==> src/rtl/c_seq_descrambler_pkg.sv <==
// c_seq_pkg: shared constants, FSM state type and LLR negation helper for the descrambler
// Contents: NC (Gold sequence offset), state_t {IDLE, PRIME, RUN}, neg_sat()
package c_seq_pkg;
    localparam int NC = 1600;
    typedef enum logic [1:0] {IDLE, PRIME, RUN} state_t;
    // x is a w-bit two's complement value sign-extended to 32 bits; the most
    // negative value has no positive counterpart, so it saturates to the max.
    function automatic logic signed [31:0] neg_sat(input logic signed [31:0] x, input int w);
        logic signed [31:0] mx;
        mx = (32'sd1 <<< (w - 1)) - 32'sd1;
        return (x == -mx - 32'sd1) ? mx : -x;
    endfunction
endpackage

==> src/rtl/c_seq_descrambler_if.sv <==
// c_seq_descrambler_if: input and output LLR streams of the descrambler
// Signals: s_valid/s_ready/s_llr (input beat), m_valid/m_ready/m_llr/m_last (output beat)
// Modports: slave (descrambler side), master (source/sink side)
interface c_seq_descrambler_if #(
    parameter int N_PAR = 8,
    parameter int LLR_W = 8
);
    logic                     s_valid;
    logic                     s_ready;
    logic [N_PAR*LLR_W-1:0]   s_llr;
    logic                     m_valid;
    logic                     m_ready;
    logic [N_PAR*LLR_W-1:0]   m_llr;
    logic                     m_last;
    modport slave (input s_valid, s_llr, m_ready, output s_ready, m_valid, m_llr, m_last);
    modport master (output s_valid, s_llr, m_ready, input s_ready, m_valid, m_llr, m_last);
endinterface

==> src/rtl/c_seq_descrambler_gen.sv <==
// c_seq_gen: Gold sequence generator c(n) = x1(n+NC) ^ x2(n+NC), nGenBit bits per step
// Ports: clk, rst_n, i_load (load x1=1, x2=i_init, pre-advanced by NC),
//        i_en (emit next nGenBit bits), o_seq_bit (bit k = c(n+k)), o_valid
module c_seq_gen
    import c_seq_pkg::*;
#(
    parameter int nGenBit = 8
) (
    input  logic               clk,
    input  logic               rst_n,
    input  logic               i_load,
    input  logic [30:0]        i_init,
    input  logic               i_en,
    output logic [nGenBit-1:0] o_seq_bit,
    output logic               o_valid
);
    // bit i of each register holds x(n+i) for the current position n
    logic [30:0] x1, x2, x1_ld, x2_ld, x1_nx, x2_nx;
    // The NC-step skip is a fixed linear map of i_init; the loop flattens to an XOR network.
    always_comb begin
        x1_ld = 31'd1;
        x2_ld = i_init;
        for (int i = 0; i < NC; i++) begin
            x1_ld = {x1_ld[3] ^ x1_ld[0], x1_ld[30:1]};
            x2_ld = {x2_ld[3] ^ x2_ld[2] ^ x2_ld[1] ^ x2_ld[0], x2_ld[30:1]};
        end
        x1_nx = x1;
        x2_nx = x2;
        for (int i = 0; i < nGenBit; i++) begin
            x1_nx = {x1_nx[3] ^ x1_nx[0], x1_nx[30:1]};
            x2_nx = {x2_nx[3] ^ x2_nx[2] ^ x2_nx[1] ^ x2_nx[0], x2_nx[30:1]};
        end
    end
    always_ff @(posedge clk or negedge rst_n) begin
        if (!rst_n) begin
            x1        <= '0;
            x2        <= '0;
            o_seq_bit <= '0;
            o_valid   <= 1'b0;
        end else if (i_load) begin
            x1      <= x1_ld;
            x2      <= x2_ld;
            o_valid <= 1'b0;
        end else if (i_en) begin
            o_seq_bit <= x1[nGenBit-1:0] ^ x2[nGenBit-1:0];
            x1        <= x1_nx;
            x2        <= x2_nx;
            o_valid   <= 1'b1;
        end
    end
endmodule

==> src/rtl/c_seq_descrambler.sv <==
// c_seq_descrambler: sign-flips soft LLRs by the Gold sequence c(n) for one codeword
// Ports: clk, rst_n (async, active low), i_load/i_init/i_len (codeword start),
//        bus (slave: s_* input stream, m_* output stream), o_busy.
// Option: define C_DESCR_BYPASS_EN to add i_bypass (sampled at i_load; passes LLRs unchanged).
module c_seq_descrambler
    import c_seq_pkg::*;
#(
    parameter int N_PAR = 8,
    parameter int LLR_W = 8,
    parameter int LEN_W = 16
) (
    input  logic                 clk,
    input  logic                 rst_n,
    input  logic                 i_load,
    input  logic [30:0]          i_init,
    input  logic [LEN_W-1:0]     i_len,
`ifdef C_DESCR_BYPASS_EN
    input  logic                 i_bypass,
`endif
    c_seq_descrambler_if.slave   bus,
    output logic                 o_busy
);
    localparam logic [1:0] ST_IDLE = IDLE;
    localparam logic [1:0] ST_PRIME = PRIME;
    localparam logic [1:0] ST_RUN = RUN;
    localparam logic [LEN_W:0] NP = (LEN_W+1)'(N_PAR);
    logic [1:0]             st;
    logic [LEN_W:0]         rem;
    logic [N_PAR-1:0]       c_word;
    logic                   c_ok, ld, acc, last;
    logic [N_PAR*LLR_W-1:0] nxt_llr;
`ifdef C_DESCR_BYPASS_EN
    logic byp;
    always_ff @(posedge clk or negedge rst_n) begin
        if (!rst_n) byp <= 1'b0;
        else if (ld) byp <= i_bypass;
    end
`else
    logic byp;
    assign byp = 1'b0;
`endif
    assign ld = i_load && st == ST_IDLE;
    assign bus.s_ready = st == ST_RUN && c_ok && (!bus.m_valid || bus.m_ready);
    assign acc = bus.s_valid && bus.s_ready;
    assign last = rem <= NP;
    assign o_busy = st != ST_IDLE || bus.m_valid;
    c_seq_gen #(.nGenBit(N_PAR)) u_gen (
        .clk       (clk),
        .rst_n     (rst_n),
        .i_load    (ld),
        .i_init    (i_init),
        .i_en      (st == ST_PRIME || acc),
        .o_seq_bit (c_word),
        .o_valid   (c_ok)
    );
    // lanes at or beyond the remaining count belong to no codeword bit and are zeroed
    for (genvar k = 0; k < N_PAR; k++) begin : g_lane
        logic signed [LLR_W-1:0] x;
        assign x = bus.s_llr[k*LLR_W +: LLR_W];
        assign nxt_llr[k*LLR_W +: LLR_W] = ((LEN_W+1)'(k) >= rem) ? '0 :
            (byp || !c_word[k]) ? x : LLR_W'(neg_sat(32'(x), LLR_W));
    end
    always_ff @(posedge clk or negedge rst_n) begin
        if (!rst_n) begin
            st          <= ST_IDLE;
            rem         <= '0;
            bus.m_valid <= 1'b0;
            bus.m_llr   <= '0;
            bus.m_last  <= 1'b0;
        end else begin
            if (bus.m_ready) bus.m_valid <= 1'b0;
            if (ld) begin
                st  <= ST_PRIME;
                rem <= (i_len == '0) ? (LEN_W+1)'(1) : {1'b0, i_len};
            end
            if (st == ST_PRIME) st <= ST_RUN;
            if (acc) begin
                bus.m_valid <= 1'b1;
                bus.m_llr   <= nxt_llr;
                bus.m_last  <= last;
                rem         <= rem - NP;
                if (last) st <= ST_IDLE;
            end
        end
    end
endmodule

==> src/flat_wrapper.sv <==
// flat-port wrapper written by rule: the top's interface ports become plain ports
module c_seq_descrambler_flat import c_seq_pkg::*;
#(
    parameter int N_PAR = 8,
    parameter int LLR_W = 8,
    parameter int LEN_W = 16
)
  (clk, rst_n, i_load, i_init, i_len, o_busy, bus_s_valid, bus_s_llr, bus_m_ready, bus_s_ready, bus_m_valid, bus_m_llr, bus_m_last);
  c_seq_descrambler_if #(.N_PAR(N_PAR), .LLR_W(LLR_W)) bus_i ();
  input  logic clk;
  input  logic rst_n;
  input  logic i_load;
  input  logic [30:0] i_init;
  input  logic [LEN_W-1:0] i_len;
  output logic o_busy;
  input wire logic [$bits(bus_i.s_valid)-1:0] bus_s_valid;
  input wire logic [$bits(bus_i.s_llr)-1:0] bus_s_llr;
  input wire logic [$bits(bus_i.m_ready)-1:0] bus_m_ready;
  output wire logic [$bits(bus_i.s_ready)-1:0] bus_s_ready;
  output wire logic [$bits(bus_i.m_valid)-1:0] bus_m_valid;
  output wire logic [$bits(bus_i.m_llr)-1:0] bus_m_llr;
  output wire logic [$bits(bus_i.m_last)-1:0] bus_m_last;
  assign bus_i.s_valid = bus_s_valid;
  assign bus_i.s_llr = bus_s_llr;
  assign bus_i.m_ready = bus_m_ready;
  assign bus_s_ready = bus_i.s_ready;
  assign bus_m_valid = bus_i.m_valid;
  assign bus_m_llr = bus_i.m_llr;
  assign bus_m_last = bus_i.m_last;
  c_seq_descrambler #(.N_PAR(N_PAR), .LLR_W(LLR_W), .LEN_W(LEN_W)) u_core (.clk(clk), .rst_n(rst_n), .i_load(i_load), .i_init(i_init), .i_len(i_len), .bus(bus_i), .o_busy(o_busy));
endmodule
==> config.mk <==
export PLATFORM = sky130hd
export DESIGN_NAME = c_seq_descrambler_flat
export DESIGN_NICKNAME = d
export VERILOG_FILES = /design/src/rtl/c_seq_descrambler_pkg.sv /design/src/rtl/c_seq_descrambler_if.sv /design/src/rtl/c_seq_descrambler_gen.sv /design/src/rtl/c_seq_descrambler.sv /design/src/flat_wrapper.sv
export SDC_FILE = /design/constraint.sdc
export NUM_CORES = 2
export LEC_CHECK = 0
export ABC_AREA = 1
export CAP_MARGIN = 0
export CORE_UTILIZATION = 31
export DETAILED_ROUTE_END_ITERATION = 8
export SYNTH_ARGS = -nofsm -noshare
export SYNTH_HDL_FRONTEND = slang
export SYNTH_HIERARCHICAL = 1
export SYNTH_SLANG_ARGS = --single-unit
==> constraint.sdc <==
create_clock -name clk -period 3.4 [get_ports clk]
set_clock_uncertainty 0.1 [all_clocks]
set_input_delay 0.51 -clock clk [delete_from_list [all_inputs] [get_ports clk]]
set_output_delay 0.51 -clock clk [all_outputs]
set_load 0.05 [all_outputs]
==> reports/results.txt <==
Synth Instances = 12100
Rel. slew slack = 0.523
Tightest Hold Check Type = reg -> reg
FP Rows = 176
post-route ant nets = 0
post-synth top area share = 0.197
total vias in the final route = 78600
setup violators final = 31
Max Fclk = 0.0463 GHz
Synth Register Bits = 156
routed vias/inst = 4.49
DR WL/cell = 11.9 um
status = complete, but fails checks
Worst Setup Path Type = in -> reg
CTS tree = yes
initial antenna violation count = 0
Post-Syn Area per Cell = 5.97 um2
Max H-tree Level = 4
die height = 485 um
Filler Cells Inserted = 24000
Post-Synth Adder-Cell Area = 0.00173
total track usage = 0.173
slowest CP cell = xnor3_1
Compound-Gate Fraction of Synth Area = 0.0140
DRC errors left = 0
Critical Path Fanout Max = 8
Mapped Area = 72300 um2
DRT Wirelength = 208000 um
Inserted Clock Buffers = 25
synthesized net count = 12200
DR iter-0 viols = 3318
Die X = 485 um
Pins Over Slew Limit = 0
Max Cap Violations = 0
dpl hpwl = 180000 um
Starting Density = 0.313
Final Hold Fails = 0
largest family of logic cells by synthesized area = simple AND/OR/NAND/NOR gates
Worst Setup Start Kind = primary input
CP Data Arrival Time = 21890 ps
synth warn = 6
layout net count = 14600
Placeable Area = 231000 um2
number of flops mapped to enable cells by yosys = 0
CTS sink count = 156
Reg2Reg Setup Slack = 1020 ps
Cell variety after synth = 64
sequential area share after synthesis = 0.0540
largest net degree at the start of global routing = 91
Final WS setup = -18210 ps
post-layout min period = 21610 ps
Max Root-Sink Buffers = 3
CP dominant cell by count = nand2_1
first-pass GRT wire length = 351000 um
Simple-Gate Fraction of Synth Area = 0.715
drt pass-1 iters = 5
Crit. End Element = register
hold depth = 2
share of layout cells above drive strength 1 = 0.494
Top Ports = 184
Die Area = 235000 um2
Worst-Margin Slew = 708 ps
clock slew at reported path FFs = 60 ps
Ant. Diodes = 0
Primary FF master, synth = dfrtp_1
data required time of the critical path = 3680 ps
GRT overflow = 0
number of cells on the worst reg-to-reg path = 10
Min Hold Slack = 376 ps
number of buffers added on ports = 183
top area cells in the synthesized netlist = nand2_1 20%, nand2_2 18%, nand3_1 13%
fraction of registers with async set/reset = 1.00
Finished Core Util = 0.439
Post-Synth XOR/XNOR Area = 0.121
slowest stage delay, CP = 460 ps
Placer Congestion = 0.875
synthesis-to-layout area growth = 40.3%
Final Cycle Share = 6.36
RSZ-0062 raised after global routing = true
root buffer cell = clkbuf_16
Synth area leader = nand2_1
post-synthesis mux area share = 0
failing checks = setup timing
clock latency on the worst-skew pair = 490 ps
vias in the first global route = 74800
critical path, delay by kind of cell:
family	cells	cell delay (ps)
xor+xnor	11	2300
simple gates	156	13550
buf+inv	52	5460
synthesized netlist by cell type (21+ instances only):
cell type	n
nand2_4	688
dfrtp_1	156
xor2_4	25
nand2_2	2045
nor2_1	171
nand4_1	58
o21ai_0	83
inv_4	61
nand2_8	26
xor2_2	140
o22ai_1	21
nand3b_1	105
inv_1	1102
xnor2_2	32
nand3_1	1897
nor2_2	39
nand3_2	372
nand2_1	3790
xnor2_1	141
inv_2	490
nand3_4	24
a21oi_1	30
xor2_1	406
cell type report:
type / instances / area (um2) / share of cell area
well taps: 3026 / 3790 / 0.0373
multi-input cells: 10200 / 67900 / 0.669
flip-flops and latches: 156 / 3900 / 0.0385
clock inverters: 1 / 30.0 / 0.000296
repair buffers: 2353 / 18600 / 0.183
clock buffers: 31 / 668 / 0.00658
inverters: 1682 / 6640 / 0.0655
logic make-up after synthesis:
group / Yosys count
AOI/OAI and AO/OA: 176
xor gates and xnor gates: 762
adders and majority gates: 10
buffers and inverters: 1720
DFF: 156
and+or+nand+nor: 9287
per-layer routing:
| metal | part of all wire | vias up | track usage | wire length (um) |
|---|---|---|---|---|
| met1 | 0.48 | 35300 | 0.228 | 98800 |
| met5 | 0 | - | 0 | 0 |
| li1 | - | 42300 | - | - |
| met4 | 0.012 | 0 | 0.0220 | 2600 |
| met2 | 0.49 | 816 | 0.317 | 102000 |
| met3 | 0.022 | 149 | 0.00605 | 4580 |
sequential cells by signal, summed over array words and instances (netlist names):
signal	cells
u_core/bus.m_llr	64
u_core/u_gen/o_seq_bit	8
u_core/u_gen/x2	31
u_core/bus.m_valid	1
u_core/u_gen/o_valid	1
u_core/u_gen/x1	31
u_core/rem	17
u_core/bus.m_last	1
u_core/st	2
worst paths after layout:
kind / startpoint / to
min in group asynchronous: rst_n / u_core/bus.m_llr[46]
min: u_core/bus.m_llr[53] / u_core/bus.m_llr[53]
min reg2reg: u_core/bus.m_llr[53] / u_core/bus.m_llr[53]
max reg2reg: u_core/bus.m_valid / u_core/u_gen/x2[10]
max: i_init[2] / u_core/u_gen/x2[20]
max in group asynchronous: rst_n / u_core/bus.m_llr[20]
through the flow:
| step | worst slack (ps) | setup TNS [ps] | cell area, um2 | cells |
|---|---|---|---|---|
| 2_1_floorplan | -15380 | -471610 | 73400 | 12100 |
| 3_3_place_gp | -19190 | -588860 | 94300 | 17300 |
| 3_5_place_dp | -19320 | -594600 | 94300 | 17300 |
| 4_1_cts | -18040 | -556670 | 98700 | 17400 |
| 5_1_grt | -20370 | -628700 | 101000 | 17500 |
| 6_report | -18210 | -561490 | 101000 | 17500 |
placed cells by master (no fill, tap or decap), drive strengths merged, types with 6 or more instances in the layout:
| cell | count |
|---|---|
| a21oi | 30 |
| buf | 2170 |
| bufinv | 7 |
| clkbuf | 40 |
| clkdlybuf4s50 | 151 |
| clkinv | 12 |
| dfrtp | 156 |
| dlygate4sd2 | 15 |
| ha | 10 |
| inv | 1664 |
| nand2 | 6549 |
| nand3 | 2293 |
| nand3b | 121 |
| nand4 | 59 |
| nor2 | 226 |
| nor3 | 10 |
| o211ai | 11 |
| o21ai | 92 |
| o21bai | 6 |
| o22ai | 21 |
| or2 | 24 |
| xnor2 | 181 |
| xnor3 | 10 |
| xor2 | 571 |
timing repair:
action,in CTS,in global routing
setup endpoints to repair,31,31
hold buffers,1,0
resized for setup,611,487
pin swaps,253,213
setup buffers,83,68
endpoints found under the hold margin,62,0
Power is not shown: default switching activity piles up to over one toggle a cycle in this logic, so the estimate is an artifact.
